<file path="src/rtl/alu_sequencer_if.sv">
// Program memory read port between the sequencer (master) and memory (slave).
// Valid-handshaked: data is taken when mem_rd and mem_valid are both high.
interface alu_sequencer_if;
    logic [7:0] mem_addr;
    logic       mem_rd;
    logic [7:0] mem_data;
    logic       mem_valid;

    modport master (output mem_addr, mem_rd, input mem_data, mem_valid);
    modport slave  (input mem_addr, mem_rd, output mem_data, mem_valid);
endinterface

</file>
<file path="src/rtl/alu_sequencer.sv">
// Fetch/decode/execute control path for the 8-bit ALU.
// It owns ACC, CY, R0-R3 and PC, and writes the ALU result back in EXEC.
//
// state       | meaning
// S_FETCH     | request the opcode byte at PC (only while run is high)
// S_FETCH_IMM | request the immediate byte of LDI/JMP/JC at PC
// S_EXEC      | one-cycle writeback or branch
// S_HALT      | HLT executed; parked until reset
module alu_sequencer (
    input  logic                   clk,
    input  logic                   rst_n,
    input  logic                   run,
    alu_sequencer_if.master        mem,
    output logic [7:0]             alu_a,
    output logic [7:0]             alu_r,
    output logic [2:0]             alu_op,
    output logic                   alu_cy,
    input  logic [7:0]             alu_res,
    input  logic                   alu_cy_out,
    output logic [7:0]             acc,
    output logic                   cy,
    output logic                   halted
);
    typedef enum logic [1:0] {S_FETCH, S_FETCH_IMM, S_EXEC, S_HALT} state_t;

    state_t     state, state_nxt;
    logic [7:0] pc;
    logic [7:0] ir;
    logic [7:0] imm;
    logic [7:0] regs [4];
    logic       rd_req;
    logic       accept;
    logic       two_byte;
    logic [3:0] opc;
    logic [1:0] unused_ir;

    assign opc       = ir[7:4];
    assign unused_ir = ir[3:2];
    assign accept    = rd_req & mem.mem_valid;
    assign two_byte  = (mem.mem_data[7:4] == 4'h8) || (mem.mem_data[7:4] == 4'hB) ||
                       (mem.mem_data[7:4] == 4'hC);

    assign mem.mem_addr = pc;
    // rd is forced low while reset is held, even though the state is already S_FETCH
    assign mem.mem_rd   = rd_req & rst_n;

    assign alu_a  = acc;
    assign alu_r  = regs[ir[1:0]];
    assign alu_op = ir[6:4];
    assign alu_cy = cy;
    assign halted = (state == S_HALT);

    always_ff @(posedge clk or negedge rst_n) begin
        if (!rst_n) state <= S_FETCH;
        else        state <= state_nxt;
    end

    always_comb begin
        state_nxt = state;
        rd_req    = 1'b0;
        case (state)
            S_FETCH: begin
                rd_req = run;
                if (accept) state_nxt = two_byte ? S_FETCH_IMM : S_EXEC;
            end
            S_FETCH_IMM: begin
                rd_req = 1'b1;
                if (accept) state_nxt = S_EXEC;
            end
            S_EXEC:  state_nxt = (opc == 4'hF) ? S_HALT : S_FETCH;
            S_HALT:  state_nxt = S_HALT;
            default: state_nxt = S_FETCH;
        endcase
    end

    always_ff @(posedge clk or negedge rst_n) begin
        if (!rst_n) begin
            pc  <= 8'h00;
            ir  <= 8'h00;
            imm <= 8'h00;
            acc <= 8'h00;
            cy  <= 1'b0;
            for (int i = 0; i < 4; i++) regs[i] <= 8'h00;
        end else begin
            case (state)
                S_FETCH: begin
                    if (accept) begin
                        ir <= mem.mem_data;
                        pc <= pc + 8'd1;
                    end
                end
                S_FETCH_IMM: begin
                    if (accept) begin
                        imm <= mem.mem_data;
                        pc  <= pc + 8'd1;
                    end
                end
                S_EXEC: begin
                    case (opc)
                        4'h0, 4'h1, 4'h2, 4'h3, 4'h4, 4'h5: begin
                            acc <= alu_res;
                            cy  <= alu_cy_out;
                        end
                        4'h6: acc <= alu_res;
                        4'h7: regs[ir[1:0]] <= acc;
                        4'h8: acc <= imm;
                        4'h9: cy  <= 1'b0;
                        4'hA: cy  <= 1'b1;
                        4'hB: pc  <= imm;
                        4'hC: if (cy) pc <= imm;
                        default: ;
                    endcase
                end
                default: ;
            endcase
        end
    end
endmodule

</file>
<file path="src/flat_wrapper.sv">
// flat-port wrapper written by rule: the top's interface ports become plain ports
module alu_sequencer_flat 
  (clk, rst_n, run, alu_a, alu_r, alu_op, alu_cy, alu_res, alu_cy_out, acc, cy, halted, mem_mem_addr, mem_mem_rd, mem_mem_data, mem_mem_valid);
  alu_sequencer_if mem_i ();
  input  logic clk;
  input  logic rst_n;
  input  logic run;
  output logic [7:0] alu_a;
  output logic [7:0] alu_r;
  output logic [2:0] alu_op;
  output logic alu_cy;
  input  logic [7:0] alu_res;
  input  logic alu_cy_out;
  output logic [7:0] acc;
  output logic cy;
  output logic halted;
  output wire logic [$bits(mem_i.mem_addr)-1:0] mem_mem_addr;
  output wire logic [$bits(mem_i.mem_rd)-1:0] mem_mem_rd;
  input wire logic [$bits(mem_i.mem_data)-1:0] mem_mem_data;
  input wire logic [$bits(mem_i.mem_valid)-1:0] mem_mem_valid;
  assign mem_mem_addr = mem_i.mem_addr;
  assign mem_mem_rd = mem_i.mem_rd;
  assign mem_i.mem_data = mem_mem_data;
  assign mem_i.mem_valid = mem_mem_valid;
  alu_sequencer u_core (.clk(clk), .rst_n(rst_n), .run(run), .mem(mem_i), .alu_a(alu_a), .alu_r(alu_r), .alu_op(alu_op), .alu_cy(alu_cy), .alu_res(alu_res), .alu_cy_out(alu_cy_out), .acc(acc), .cy(cy), .halted(halted));
endmodule
</file>
<file path="config.mk">
export PLATFORM = sky130hd
export DESIGN_NAME = alu_sequencer_flat
export DESIGN_NICKNAME = d
export VERILOG_FILES = /design/src/rtl/alu_sequencer_if.sv /design/src/rtl/alu_sequencer.sv /design/src/flat_wrapper.sv
export SDC_FILE = /design/constraint.sdc
export NUM_CORES = 1
export LEC_CHECK = 0
export CAP_MARGIN = 40
export CORE_MARGIN = 8
export CORE_UTILIZATION = 40
export CTS_CLUSTER_DIAMETER = 200
export DETAILED_ROUTE_END_ITERATION = 10
export GPL_ROUTABILITY_DRIVEN = 0
export PLACE_DENSITY = 0.66
export RECOVER_POWER = 25
export SLEW_MARGIN = 20
export SYNTH_ARGS = -nofsm -noshare
export SYNTH_HDL_FRONTEND = slang
export SYNTH_SLANG_ARGS = --single-unit
</file>
<file path="constraint.sdc">
create_clock -name clk -period 4.1 [get_ports clk]
set_clock_uncertainty 0.05 [all_clocks]
set_input_delay 0.615 -clock clk [delete_from_list [all_inputs] [get_ports clk]]
set_output_delay 0.615 -clock clk [all_outputs]
set_load 0.05 [all_outputs]
</file>
After elaboration in Yosys (flattened, before gate mapping)
Cells that the tools add are included.

cells by class
  add/sub/neg operators = 1
  equality and inequality tests = 24
  muxes and demuxes = 18
  bitwise gates (word level) = 3
  reductions and logical operators = 18
  magnitude comparators = 2

operator list
  cell                                                                     number
  8-bit one-hot mux with 2 select lines                                    3
  8-bit two-way mux                                                        5
  4-bit == test, second input constant                                     9
  32-bit bitwise mux                                                       1
  8-bit binary-select mux with 2-bit select                                1
  8-bit demux with 2-bit select                                            1
  4-bit by 3-bit == test with 1-bit output, second input constant          4
  2-bit AND reduction                                                      6
  8-bit by 1-bit adder with 8-bit output, second input constant            1
  4-bit by 2-bit == test with 1-bit output, second input constant          2
  2-bit two-way mux                                                        4
  2-bit one-hot mux with 4 select lines                                    1
  7-bit OR reduction                                                       1
  2-bit by 1-bit inequality test with 1-bit output, second input constant  3
  6-bit OR reduction                                                       1
  2-bit == test, second input constant                                     2
  4-bit by 1-bit == test with 1-bit output, second input constant          1
  4-bit zero test                                                          1
  4-bit AND reduction                                                      1
  2-bit nonzero test                                                       2
  3-bit greater-or-equal comparator, second input constant                 1
  3-bit by 1-bit < comparator with 1-bit output, second input constant     1
  3-bit by 2-bit inequality test with 1-bit output, second input constant  1
  3-bit inequality test, second input constant                             1
  other kinds (10)                                                         12

storage, ports and cells
  flip-flop bits (word level) = 67
  logic and storage cells = 76

Longest topological paths before layout
  depth in word-level cells = 6
  gate-level depth with buffers = 6

Worst setup path before layout
OpenSTA, ideal clock, no wires.

  kind = input-to-output
  from = in run
  to = out mem_mem_rd
  stages on the path = 2
  setup slack = 1.607 ns
  arrival = 1.828 ns
  path through = nor2_1 > nor3b_1

between the ends
  word-level cells in the longest chain between the ends = 2

RTL lines
  element                                RTL line             RTL
  from (decl)                            flat_wrapper.sv:7    input logic run;
  1-bit one-hot mux with 2 select lines  alu_sequencer.sv:61  case (state)
  1-bit AND                              alu_sequencer.sv:45  assign mem.mem_rd = rd_req & rst_n;
  to (decl)                              flat_wrapper.sv:18   output wire logic [$bits(mem_i.mem_rd)-1:0] mem_mem_rd;

Every way passes these cells.

Worst setup path in the final report
  from = reg u_core.ir[0]
  to = out alu_r[7]

between the ends
  word-level cells in the longest chain between the ends = 4

RTL lines
  element                                                RTL line             RTL
  from (decl)                                            alu_sequencer.sv:28  logic [7:0] ir;
  from (signal assigned)                                 alu_sequencer.sv:88  ir <= mem.mem_data;
  2-bit NOT with 3-bit output (implied by the code)      alu_sequencer.sv:48  assign alu_r = regs[ir[1:0]];
  8-bit binary-select mux with 2-bit select              alu_sequencer.sv:48
  8-bit two-way mux (implied by the code) (2 in series)  alu_sequencer.sv:48
  to (decl)                                              flat_wrapper.sv:9    output logic [7:0] alu_r;

Every way passes these cells. The select of a mux whose other input is x is not followed.

==> flow_metrics.py <==
metrics = {
    "drt": {
        "drc": 0,
        "ant_nets": 0,
        "drt-vias-per-instance": 5.34,
        "wl_per_cell_um": 17.7,
        "dr.first_iter.drc_count": 70,
        "wl_mm": 7.38,
        "vias": 2223,
        "drt_pass1_iterations": 4,
    },
    "placement": {
        "post_dp_cell_area_um2": 3860,
        "io_buffer_count": 59,
        "dpl.hpwl_mm": 5.32,
        "post-place-cells": 399,
    },
    "cts": {
        "clk_latency_ps": 340,
        "post_cts_buffers": 0,
        "numCtsBuffers": 9,
        "clock-sinks": 65,
        "clock_tree.root_cell": "clkbuf_8",
        "path_clk_slew_ps": 70,
        "cts_tree": "built",
        "cts_max_level": 3,
        "clk_path_buf_depth": 2,
        "ctsHoldBuffers": 0,
        "ctsResizeCount": 0,
    },
    "sta": {
        "rsz0062_at_grt": "false",
        "setup_viol": 0,
        "holdWs_ps": 273,
        "relSlewSlack_pct": 47.2,
        "drv_slew": 0,
        "period_minus_slack_ps": 3160,
        "hold_viol": 0,
        "min_period_over_period_pct": 77.1,
        "final.setup.tns_ps": 0,
        "fmax_mhz": 316,
        "tightestPinTransition_ps": 791,
    },
    "worst_setup_path": {
        "path_depth": 2,
        "start_kind": "register",
        "cp-end-kind": "output port",
        "crit_buf_inv": 1,
        "r2r.worst_path.cells": 4,
        "cp-startpoint": "u_core.ir[0]",
        "worst-path-max-fanout": 13,
        "crit_slowest_cell": "dfrtp_1",
        "crit_chain": "mux4_2 -> clkdlybuf4s50_1",
        "crit_type": "reg2out",
        "crit_required_ps": 3430,
        "cp_top_family": "flip-flops",
        "arrival_ps": 2500,
        "r2r-start": "u_core.state[0]",
        "slowest_delay_ps": 830,
    },
    "logic_synthesis": {
        "synthXorXnorAreaFrac_pct": 0,
        "syn_area_um2": 3280,
        "yosysMostFrequentCell": "dfrtp_1",
        "synth_nets": 278,
        "synthAdderAreaFrac_pct": 0.381,
        "synth_top_family_by_area": "multiplexers",
        "ys_ff_latch": 65,
        "synth_mux_area_share_pct": 26.7,
        "synth_common_cells": "65 x dfrtp_1, 61 x mux2_2, 14 x buf_4, 12 x nand2_1, 12 x o21ai_0",
        "synthSimpleGateAreaFrac_pct": 10.8,
        "synth_area_leaders": "dfrtp_1 50%, mux2_2 21%, mux4_2 5.5%, buf_4 3.2%, o21ai_0 1.8%",
        "syn_avg_cell_area_um2": 12.8,
        "synth_ff_type": "dfrtp_1",
        "synth_compound_area_share_pct": 7.66,
        "seq_area_frac_synth_pct": 49.5,
        "async_flop_share_pct": 100,
        "synth-edff-count": 0,
        "synthDistinctLibCells": 42,
        "synth_cells": 256,
        "synth_area_leader_cell": "dfrtp_1",
        "post-synth-top-area-fraction_pct": 49.5,
        "ys_warn_count": 0,
    },
    "global_route": {
        "grt_usage_pct": 13.8,
        "overflow": 0,
        "grt_max_degree": 66,
        "antenna_found_initial": 0,
        "grt_pass1_wl_mm": 12.3,
        "grt_pass1_vias": 2261,
    },
    "floorplanning": {
        "pin_count": 60,
        "die_y_um": 107,
        "die_area_um2": 11400,
        "start_util_pct": 40.6,
        "die_w_um": 107,
        "num_rows": 33,
        "design.core.area_um2": 8090,
    },
    "run_status": {
        "status": "completed",
    },
    "layout": {
        "stdcell_count": 416,
        "fin_area_um2": 4100,
        "antenna_cells": 0,
        "post-route-util_pct": 50.6,
        "drive_gt1_share_pct": 30.9,
        "syn2layout_area_growth_pct": 24.8,
        "layout.nets": 328,
    },
    "power_and_ir_drop": {
        "power.leakage_nw": 1.74,
        "ir_worst_vdd_mv": 0.355,
        "p_per_area_nw_per_um2": 801,
    },
    "hold_path": {
        "worstHoldPathType": "in2async",
    },
    "flow_run": {
        "maxCapViolCount": 0,
    },
}
-- report_power, final --
part           total (mW)  switching [mW]  internal [mW]
combinational        1.51           0.874          0.633
clock               0.573           0.256          0.317
sequential           1.20           0.316          0.887
total                3.28            1.45           1.84
-- kinds of logic (layout without fill, tap and decap cells) --
kind of cell,count (synthesis),count (layout)
AO/OA/AOI/OAI,37,37
adder cells (fa/ha/maj),1,1
buffers and inverters,26,81
flip-flops,65,65
multiplexers,70,70
AND/OR/NAND/NOR,57,57
-- layout make-up --
cell class	count	area (um2)
clock inverter	5	62.6
fill	743	4000
tap	105	131
timing repair buffer	61	616
multi-input combinational	165	1500
clock buffer	11	151
sequential	65	1630
inverter	4	15.0
-- flip-flops by register name, summed over array words and instances, names as in the netlist --
signal and count:
u_core.imm 8, u_core.regs 32, u_core.mem.mem_addr 8, u_core.alu_cy 1, u_core.state 2, u_core.ir 6, u_core.acc 8
-- path summary, 6_finish.rpt --
path                                           to  slack, ps
max                                      alu_r[7]        940
min reg2reg                       u_core.regs[13]        460
min                               u_core.state[1]        270
min in group clk                  u_core.regs[13]        460
max in group asynchronous  u_core.mem.mem_addr[4]       3080
max reg2reg                       u_core.regs[30]       1730
-- per-layer routing --
metal	track usage, %	part of all wire, %	wire length [um]
met5	0	0	0
met4	6.63	1.7	128
met3	3.24	4.6	338
met2	21.2	46	3390
met1	18.0	48	3520
-- stage by stage --
stage	worst slack, ps	power, mW
floorplan	1610	2.29
global placement	1180	2.71
detailed placement	1150	2.74
CTS	895	3.31
global route	811	3.46
finish	939	3.28
-- layout by cell type (no fill, tap or decap), drive strengths merged, types with 2 or more instances in the layout --
cell / instances
dfrtp: 65
mux2: 61
clkdlybuf4s50: 58
clkbuf: 13
o21ai: 12
nand2: 12
mux4: 8
nor2: 8
a21oi: 8
nand3: 7
nand3b: 6
nor3: 6
nand2b: 5
inv: 5
nor3b: 3
nor2b: 2
nand4bb: 2
o221a: 2
a22oi: 2
a221o: 2
a2bb2oi: 2
a21o: 2
o2bb2ai: 2
clkinvlp: 2
(Power assumes the default switching activity.)
